==> src/rtl/seg7_scan_controller_pkg.sv <==
// Shared constants for the seven-segment scan block: active-low glyphs (a..g on
// bits [0]..[6]) and the scan state encoding.
package seg7_scan_controller_pkg;

  localparam logic [6:0] SEG_0     = 7'h40;
  localparam logic [6:0] SEG_1     = 7'h79;
  localparam logic [6:0] SEG_2     = 7'h24;
  localparam logic [6:0] SEG_3     = 7'h30;
  localparam logic [6:0] SEG_4     = 7'h19;
  localparam logic [6:0] SEG_5     = 7'h12;
  localparam logic [6:0] SEG_6     = 7'h02;
  localparam logic [6:0] SEG_7     = 7'h78;
  localparam logic [6:0] SEG_8     = 7'h00;
  localparam logic [6:0] SEG_9     = 7'h10;
  localparam logic [6:0] SEG_A     = 7'h08;
  localparam logic [6:0] SEG_B     = 7'h03;
  localparam logic [6:0] SEG_C     = 7'h46;
  localparam logic [6:0] SEG_D     = 7'h21;
  localparam logic [6:0] SEG_E     = 7'h06;
  localparam logic [6:0] SEG_F     = 7'h0E;
  localparam logic [6:0] SEG_BLANK = 7'h7F;

  typedef enum logic [1:0] {
    IDLE  = 2'd0,
    BLANK = 2'd1,
    SHOW  = 2'd2
  } scan_state_t;

endpackage

==> src/rtl/seg7_scan_controller_if.sv <==
// Datapath-facing bundle of the scan controller: display data in, pin drive out.
interface seg7_scan_controller_if #(parameter int NUM_DIGITS = 8);
  localparam int SEL_W = $clog2(NUM_DIGITS);

  logic                    enable;
  logic [4*NUM_DIGITS-1:0] digits;
  logic [NUM_DIGITS-1:0]   dp;
  logic [NUM_DIGITS-1:0]   digit_en;
  logic                    lzs;
  logic [NUM_DIGITS-1:0]   an;
  logic [6:0]              seg;
  logic                    dp_n;
  logic [SEL_W-1:0]        digit_sel;
  logic                    frame_done;

  modport master (
    output enable, digits, dp, digit_en, lzs,
    input  an, seg, dp_n, digit_sel, frame_done
  );

  modport slave (
    input  enable, digits, dp, digit_en, lzs,
    output an, seg, dp_n, digit_sel, frame_done
  );
endinterface

==> src/rtl/seg7_hex_decode.sv <==
// Combinational hex nibble to active-low seven-segment pattern.
module seg7_hex_decode
  import seg7_scan_controller_pkg::*;
(
  input  logic [3:0] nibble,
  output logic [6:0] seg
);
  always_comb begin
    seg = SEG_BLANK;
    case (nibble)
      4'h0: seg = SEG_0;
      4'h1: seg = SEG_1;
      4'h2: seg = SEG_2;
      4'h3: seg = SEG_3;
      4'h4: seg = SEG_4;
      4'h5: seg = SEG_5;
      4'h6: seg = SEG_6;
      4'h7: seg = SEG_7;
      4'h8: seg = SEG_8;
      4'h9: seg = SEG_9;
      4'hA: seg = SEG_A;
      4'hB: seg = SEG_B;
      4'hC: seg = SEG_C;
      4'hD: seg = SEG_D;
      4'hE: seg = SEG_E;
      4'hF: seg = SEG_F;
      default: seg = SEG_BLANK;
    endcase
  end
endmodule

==> src/rtl/seg7_scan_controller.sv <==
// Multiplexed common-anode display scanner: blank gap + lit slot per digit,
// with frame-boundary shadowing of the display data.
module seg7_scan_controller
  import seg7_scan_controller_pkg::*;
#(
  parameter int NUM_DIGITS   = 8,
  parameter int SHOW_CYCLES  = 12500,
  parameter int BLANK_CYCLES = 250
) (
  input  logic                 clock,
  input  logic                 reset,
  seg7_scan_controller_if.slave bus
);
  localparam int SLOT_W  = $clog2(NUM_DIGITS);
  localparam int CNT_MAX = (SHOW_CYCLES > BLANK_CYCLES) ? SHOW_CYCLES : BLANK_CYCLES;
  localparam int CNT_W   = $clog2(CNT_MAX + 1);
  localparam logic [CNT_W-1:0]  BLANK_LAST = CNT_W'(BLANK_CYCLES - 1);
  localparam logic [CNT_W-1:0]  SHOW_LAST  = CNT_W'(SHOW_CYCLES - 1);
  localparam logic [SLOT_W-1:0] SLOT_LAST  = SLOT_W'(NUM_DIGITS - 1);

  scan_state_t                 state;
  logic [CNT_W-1:0]            cnt;
  logic [SLOT_W-1:0]           slot;
  logic [NUM_DIGITS-1:0][3:0]  dig_sh;
  logic [NUM_DIGITS-1:0]       dp_sh, den_sh;
  logic                        lzs_sh;
  logic [NUM_DIGITS-1:0]       an_q;
  logic [6:0]                  seg_q;
  logic                        dp_n_q, frame_done_q;

  // Every shadow digit is decoded in parallel; the scan slot picks one.
  logic [NUM_DIGITS-1:0][6:0] dec;
  for (genvar g = 0; g < NUM_DIGITS; g++) begin : g_dec
    seg7_hex_decode u_dec (.nibble(dig_sh[g]), .seg(dec[g]));
  end

  // Zero run from the top digit; masked digits are skipped, digit 0 never blanks.
  logic [NUM_DIGITS-1:0] supp;
  logic                  run;
  always_comb begin
    supp = '0;
    run  = lzs_sh;
    for (int i = NUM_DIGITS - 1; i >= 1; i--) begin
      if (den_sh[i]) begin
        if (dig_sh[i] != 4'h0) run = 1'b0;
        supp[i] = run;
      end
    end
  end

  logic [NUM_DIGITS-1:0] one_hot, an_lit;
  logic [6:0]            seg_lit;
  logic                  dp_n_lit;
  always_comb begin
    one_hot  = NUM_DIGITS'(1) << slot;
    an_lit   = den_sh[slot] ? ~one_hot : '1;
    seg_lit  = (den_sh[slot] && !supp[slot]) ? dec[slot] : SEG_BLANK;
    dp_n_lit = den_sh[slot] ? ~dp_sh[slot] : 1'b1;
  end

  always_ff @(posedge clock or posedge reset) begin
    if (reset) begin
      state        <= IDLE;
      cnt          <= '0;
      slot         <= '0;
      dig_sh       <= '0;
      dp_sh        <= '0;
      den_sh       <= '0;
      lzs_sh       <= 1'b0;
      an_q         <= '1;
      seg_q        <= SEG_BLANK;
      dp_n_q       <= 1'b1;
      frame_done_q <= 1'b0;
    end else begin
      frame_done_q <= 1'b0;
      if (!bus.enable) begin
        state  <= IDLE;
        cnt    <= '0;
        slot   <= '0;
        an_q   <= '1;
        seg_q  <= SEG_BLANK;
        dp_n_q <= 1'b1;
      end else begin
        case (state)
          IDLE: begin
            state  <= BLANK;
            cnt    <= '0;
            slot   <= '0;
            dig_sh <= bus.digits;
            dp_sh  <= bus.dp;
            den_sh <= bus.digit_en;
            lzs_sh <= bus.lzs;
          end
          BLANK: begin
            if (cnt == BLANK_LAST) begin
              state  <= SHOW;
              cnt    <= '0;
              an_q   <= an_lit;
              seg_q  <= seg_lit;
              dp_n_q <= dp_n_lit;
            end else begin
              cnt <= cnt + 1'b1;
            end
          end
          SHOW: begin
            if (cnt == SHOW_LAST) begin
              state  <= BLANK;
              cnt    <= '0;
              an_q   <= '1;
              seg_q  <= SEG_BLANK;
              dp_n_q <= 1'b1;
              if (slot == SLOT_LAST) begin
                slot         <= '0;
                frame_done_q <= 1'b1;
                dig_sh       <= bus.digits;
                dp_sh        <= bus.dp;
                den_sh       <= bus.digit_en;
                lzs_sh       <= bus.lzs;
              end else begin
                slot <= slot + 1'b1;
              end
            end else begin
              cnt <= cnt + 1'b1;
            end
          end
          default: state <= IDLE;
        endcase
      end
    end
  end

  assign bus.an         = an_q;
  assign bus.seg        = seg_q;
  assign bus.dp_n       = dp_n_q;
  assign bus.digit_sel  = slot;
  assign bus.frame_done = frame_done_q;
endmodule

==> src/flat_wrapper.sv <==
// flat-port wrapper written by rule: the top's interface ports become plain ports
module seg7_scan_controller_flat import seg7_scan_controller_pkg::*;
#(
  parameter int NUM_DIGITS   = 8,
  parameter int SHOW_CYCLES  = 12500,
  parameter int BLANK_CYCLES = 250
)
  (clock, reset, bus_enable, bus_digits, bus_dp, bus_digit_en, bus_lzs, bus_an, bus_seg, bus_dp_n, bus_digit_sel, bus_frame_done);
  seg7_scan_controller_if #(.NUM_DIGITS(NUM_DIGITS)) bus_i ();
  input  logic clock;
  input  logic reset;
  input wire logic [$bits(bus_i.enable)-1:0] bus_enable;
  input wire logic [$bits(bus_i.digits)-1:0] bus_digits;
  input wire logic [$bits(bus_i.dp)-1:0] bus_dp;
  input wire logic [$bits(bus_i.digit_en)-1:0] bus_digit_en;
  input wire logic [$bits(bus_i.lzs)-1:0] bus_lzs;
  output wire logic [$bits(bus_i.an)-1:0] bus_an;
  output wire logic [$bits(bus_i.seg)-1:0] bus_seg;
  output wire logic [$bits(bus_i.dp_n)-1:0] bus_dp_n;
  output wire logic [$bits(bus_i.digit_sel)-1:0] bus_digit_sel;
  output wire logic [$bits(bus_i.frame_done)-1:0] bus_frame_done;
  assign bus_i.enable = bus_enable;
  assign bus_i.digits = bus_digits;
  assign bus_i.dp = bus_dp;
  assign bus_i.digit_en = bus_digit_en;
  assign bus_i.lzs = bus_lzs;
  assign bus_an = bus_i.an;
  assign bus_seg = bus_i.seg;
  assign bus_dp_n = bus_i.dp_n;
  assign bus_digit_sel = bus_i.digit_sel;
  assign bus_frame_done = bus_i.frame_done;
  seg7_scan_controller #(.NUM_DIGITS(NUM_DIGITS), .SHOW_CYCLES(SHOW_CYCLES), .BLANK_CYCLES(BLANK_CYCLES)) u_core (.clock(clock), .reset(reset), .bus(bus_i));
endmodule
==> config.mk <==
export PLATFORM = sky130hd
export DESIGN_NAME = seg7_scan_controller_flat
export DESIGN_NICKNAME = d
export VERILOG_FILES = /design/src/rtl/seg7_scan_controller_pkg.sv /design/src/rtl/seg7_scan_controller_if.sv /design/src/rtl/seg7_hex_decode.sv /design/src/rtl/seg7_scan_controller.sv /design/src/flat_wrapper.sv
export SDC_FILE = /design/constraint.sdc
export NUM_CORES = 1
export LEC_CHECK = 0
export BUFFER_PORTS_ARGS = -buffer_cell sky130_fd_sc_hd__buf_2
export CAP_MARGIN = 20
export CELL_PAD_IN_SITES_DETAIL_PLACEMENT = 1
export CELL_PAD_IN_SITES_GLOBAL_PLACEMENT = 2
export CORE_UTILIZATION = 30
export CTS_CLUSTER_SIZE = 20
export DETAILED_ROUTE_END_ITERATION = 8
export PLACE_DENSITY = 0.79
export SYNTH_ARGS = -nofsm -noshare
export SYNTH_HDL_FRONTEND = slang
export SYNTH_SLANG_ARGS = --single-unit
export TNS_END_PERCENT = 30
==> constraint.sdc <==
create_clock -name clock -period 4.04 [get_ports clock]
set_input_delay 1.212 -clock clock [delete_from_list [all_inputs] [get_ports clock]]
set_output_delay 1.212 -clock clock [all_outputs]
set_load 0.02 [all_outputs]
==> flow_metrics.env <==
export IMPL_final_sum_of_negative_setup_slack_ps=0
export IMPL_routability_congestion=0.802
export IMPL_setup_repair_after_global_routing_missed_its_margin="false"
export IMPL_global_route_overflow_total=0
export IMPL_place_hpwl_um=13000
export IMPL_tritoncts="done"
export IMPL_drc_errors=0
export IMPL_critPathArrivalTime_ps=3210
export IMPL_worst_clock_skew_ps=18.6
export IMPL_die_area_um2=21900
export IMPL_power_leakage_nw=3.18
export IMPL_critPathMaxStageDelay_ps=640
export IMPL_synth_nets=771
export IMPL_timing_critical_path_to_type="register"
export IMPL_core_rowCount=53
export IMPL_synthesis_area_per_instance_um2=9.66
export IMPL_share_of_cells_above_drive_strength_1_pct=26.2
export IMPL_routedWlPerCell_um=18.1
export IMPL_route_antenna_remaining_nets=0
export IMPL_timing_critical_path_cells="or4_1 -> or3_4 -> o41ai_4 -> a31o_2 -> nor2_1 -> a41oi_1"
export IMPL_area_overhead_vs_synth_pct=13.8
export IMPL_overall_via_count_from_detail_route=5185
export IMPL_max_freq_mhz=340
export IMPL_grt_pass1_wl_um=29000
export IMPL_post_layout_total_power_mw=5.10
export IMPL_groute_usage_overall_pct=17.0
export IMPL_floorplan_die_height_um=148
export IMPL_synth_yosys_warnings=0
export IMPL_core_area_um2=21000
export IMPL_antenna_diode_count=0
export IMPL_synth_enable_flop_cells=0
export IMPL_maxSlewHeadroom_pct=42.8
export IMPL_finalSetupViolCount=0
export IMPL_netlist_area_um2=6400
export IMPL_tritoncts_num_buffers=9
export IMPL_worstSetupStartpointType="register"
export IMPL_yosys_register_bits=85
export IMPL_synth_seq_area_share_pct=33.6
export IMPL_maximum_number_of_pins_on_one_net_before_global_route_repair=50
export IMPL_hold_violations=0
export IMPL_cts_htree_levels=3
export IMPL_max_fanout_on_critical_path=30
export IMPL_antenna_found_initial=0
export IMPL_ir_drop_worst_case_vdd_mv=0.258
export IMPL_cts_post_setup_buffers_inserted=0
export IMPL_max_cap_violations=0
export IMPL_final_net_count=819
export IMPL_cpMaxStageDelayCell="sky130_fd_sc_hd__a31o_2"
export IMPL_asyncSetResetFlopFracSynth_pct=100
export IMPL_die_width_um=148
export IMPL_drt_iter0_markers=240
export IMPL_cts_resized=0
export IMPL_clk_pin_slew_ps=70
export IMPL_clkSinkCount=85
export IMPL_worstHoldPathType="register to register"
export IMPL_cts_root_to_sink_buffers=2
export IMPL_final_period_utilization_pct=72.9
export IMPL_io_pin_count=72
export IMPL_drt_total_wl_um=17900
export IMPL_timing_setup_critical_path_class="register to register"
export IMPL_run_status="completed"
export IMPL_required_ps=4310
export IMPL_worstMarginPinSlew_ps=853
export IMPL_power_density_nw_per_um2=701
export IMPL_synth_ff_type="sky130_fd_sc_hd__dfrtp_1"
export IMPL_route_detailed_vias_per_inst=5.24
export IMPL_postSynthCellCount=662
export IMPL_initial_drt_pass_iterations=4
export IMPL_cts_hold_repair_buffers=0
export IMPL_floorplan_initialDensity_pct=30.5
export IMPL_final_min_clock_period_ps=2940
export IMPL_clock_root_buffer="sky130_fd_sc_hd__clkbuf_16"
export IMPL_yosysUniqueCellTypes=64
export IMPL_buffer_ports_inserted=71
export IMPL_via_count_of_the_first_global_routing_pass=5325
export IMPL_drv_slew=0
export IMPL_clock_latency_ps=360
critical path, delay by kind of cell, from the launching register on:
family	cells	cell delay, ps
flip-flops	1	420
AO/OA/AOI/OAI	3	1430
AND/OR/NAND/NOR	3	990
state kept, by name (all words and copies together), names as in the netlist:
register,flops
u_core.dig_sh,32
u_core.cnt,14
u_core.bus.an,8
u_core.den_sh,8
u_core.dp_sh,8
u_core.bus.seg,7
u_core.bus.digit_sel,3
u_core.state,2
u_core.bus.dp_n,1
u_core.bus.frame_done,1
u_core.lzs_sh,1
layout by cell type (no fill, tap or decap), types with 6 or more instances in the layout:
| cell type | count |
|---|---|
| sky130_fd_sc_hd__nand2b_1 | 8 |
| sky130_fd_sc_hd__mux2_2 | 38 |
| sky130_fd_sc_hd__nand2_1 | 53 |
| sky130_fd_sc_hd__mux2i_1 | 29 |
| sky130_fd_sc_hd__clkbuf_16 | 9 |
| sky130_fd_sc_hd__and3_1 | 11 |
| sky130_fd_sc_hd__dfstp_2 | 16 |
| sky130_fd_sc_hd__a41oi_1 | 8 |
| sky130_fd_sc_hd__nor2_1 | 49 |
| sky130_fd_sc_hd__nand3_1 | 13 |
| sky130_fd_sc_hd__a211oi_1 | 13 |
| sky130_fd_sc_hd__ha_1 | 57 |
| sky130_fd_sc_hd__nor3_1 | 6 |
| sky130_fd_sc_hd__mux4_2 | 11 |
| sky130_fd_sc_hd__buf_2 | 71 |
| sky130_fd_sc_hd__dfrtp_1 | 69 |
| sky130_fd_sc_hd__a31oi_1 | 22 |
| sky130_fd_sc_hd__mux2_1 | 9 |
| sky130_fd_sc_hd__o21ai_0 | 36 |
| sky130_fd_sc_hd__a21oi_1 | 30 |
| sky130_fd_sc_hd__mux2_4 | 9 |
| sky130_fd_sc_hd__inv_1 | 38 |
| sky130_fd_sc_hd__buf_4 | 7 |
cell type report:
| cell class | count | area [µm²] |
|---|---|---|
| clock inverter | 3 | 21.3 |
| tap | 275 | 344 |
| multi-input combinational | 496 | 3930 |
| timing repair buffer | 79 | 428 |
| sequential | 85 | 2150 |
| inverter | 39 | 148 |
| fill | 2454 | 13700 |
| clock buffer | 13 | 260 |
kinds of logic (layout without fill, tap and decap cells):
| kind of cell | after synthesis | after routing | share of synthesized area, % |
|---|---|---|---|
| simple gates | 177 | 177 | 13.4 |
| compound gates | 164 | 164 | 17.6 |
| mux | 96 | 96 | 18.8 |
| flops | 85 | 85 | 33.6 |
| buf+inv | 81 | 134 | 5.20 |
| fa+ha+maj | 57 | 57 | 11.2 |
| xor+xnor | 2 | 2 | 0.274 |
synth_stat cells, drive strengths merged (3+ instances only):
cell    count  area, µm²
and2        3       18.8
a21oi      31        159
nor3b       5       37.5
a221oi      4       35.0
nor2       49        184
nor4        6       43.8
a211oi     13       97.6
dfrtp      69       1730
a211o       5       43.8
nor2b       5       31.3
buf        15       85.1
a22oi       4       30.0
a41oi       8       70.1
nor3        7       35.0
nand2b      8       50.1
mux2       56        664
or3         3       23.8
nand3      13       65.1
clkbuf     27        101
mux4       11        248
inv        39        146
ha         57        713
and3       11       68.8
a22o        3       26.3
or3b        5       43.8
o21ai      37        189
or2         3       18.8
nand2      54        205
a21o        3       22.5
o32ai       3       26.3
mux2i      29        290
nand4       3       18.8
dfstp      16        420
a311oi      3       26.3
a31oi      22        138
o211ai      5       37.5
o22ai       4       25.0
path summary, 6_finish.rpt:
kind / slack, ps / depth (start not counted) / start / endpoint
max: 1100 / 6 / u_core.cnt[10]$_DFFE_PP0P_ / u_core.bus.an[1]$_DFFE_PP1P_
min: 500 / 1 / u_core.dp_sh[2]$_DFFE_PP0P_ / u_core.dp_sh[2]$_DFFE_PP0P_
max reg2reg: 1100 / 6 / u_core.cnt[10]$_DFFE_PP0P_ / u_core.bus.an[1]$_DFFE_PP1P_
min reg2reg: 500 / 1 / u_core.dp_sh[2]$_DFFE_PP0P_ / u_core.dp_sh[2]$_DFFE_PP0P_
max in group asynchronous: 2220 / 3 / reset / u_core.bus.seg[3]$_DFFE_PP1P_
min in group asynchronous: 950 / 2 / reset / u_core.state[1]$_DFFE_PP0P_
per-stage QoR:
| step | worst slack [ps] | util, % | instances | hold WS (ps) | instance area, µm² |
|---|---|---|---|---|---|
| 6_report | 1100 | 34.7 | 990 | 502 | 7280 |
| 5_1_grt | 891 | 34.7 | 990 | 528 | 7280 |
| 4_1_cts | 1100 | 34.7 | 990 | 506 | 7280 |
| 3_5_place_dp | 1130 | 33.4 | 974 | 493 | 7000 |
| 3_3_place_gp | 1220 | 33.4 | 974 | 486 | 7000 |
| 2_1_floorplan | 661 | - | 662 | 470 | 6400 |
report_power, final:
part	switching [mW]	internal [mW]
combinational	1.21	1.26
sequential	0.629	1.18
clock	0.367	0.452
metal layers:
| metal | wire (µm) | global-route usage, % |
|---|---|---|
| met5 | 0 | 0 |
| met4 | 299 | 5.15 |
| met3 | 484 | 2.69 |
| met2 | 8260 | 27.5 |
| met1 | 8850 | 23.3 |
Note: power is estimated with default switching activity, not from simulation.
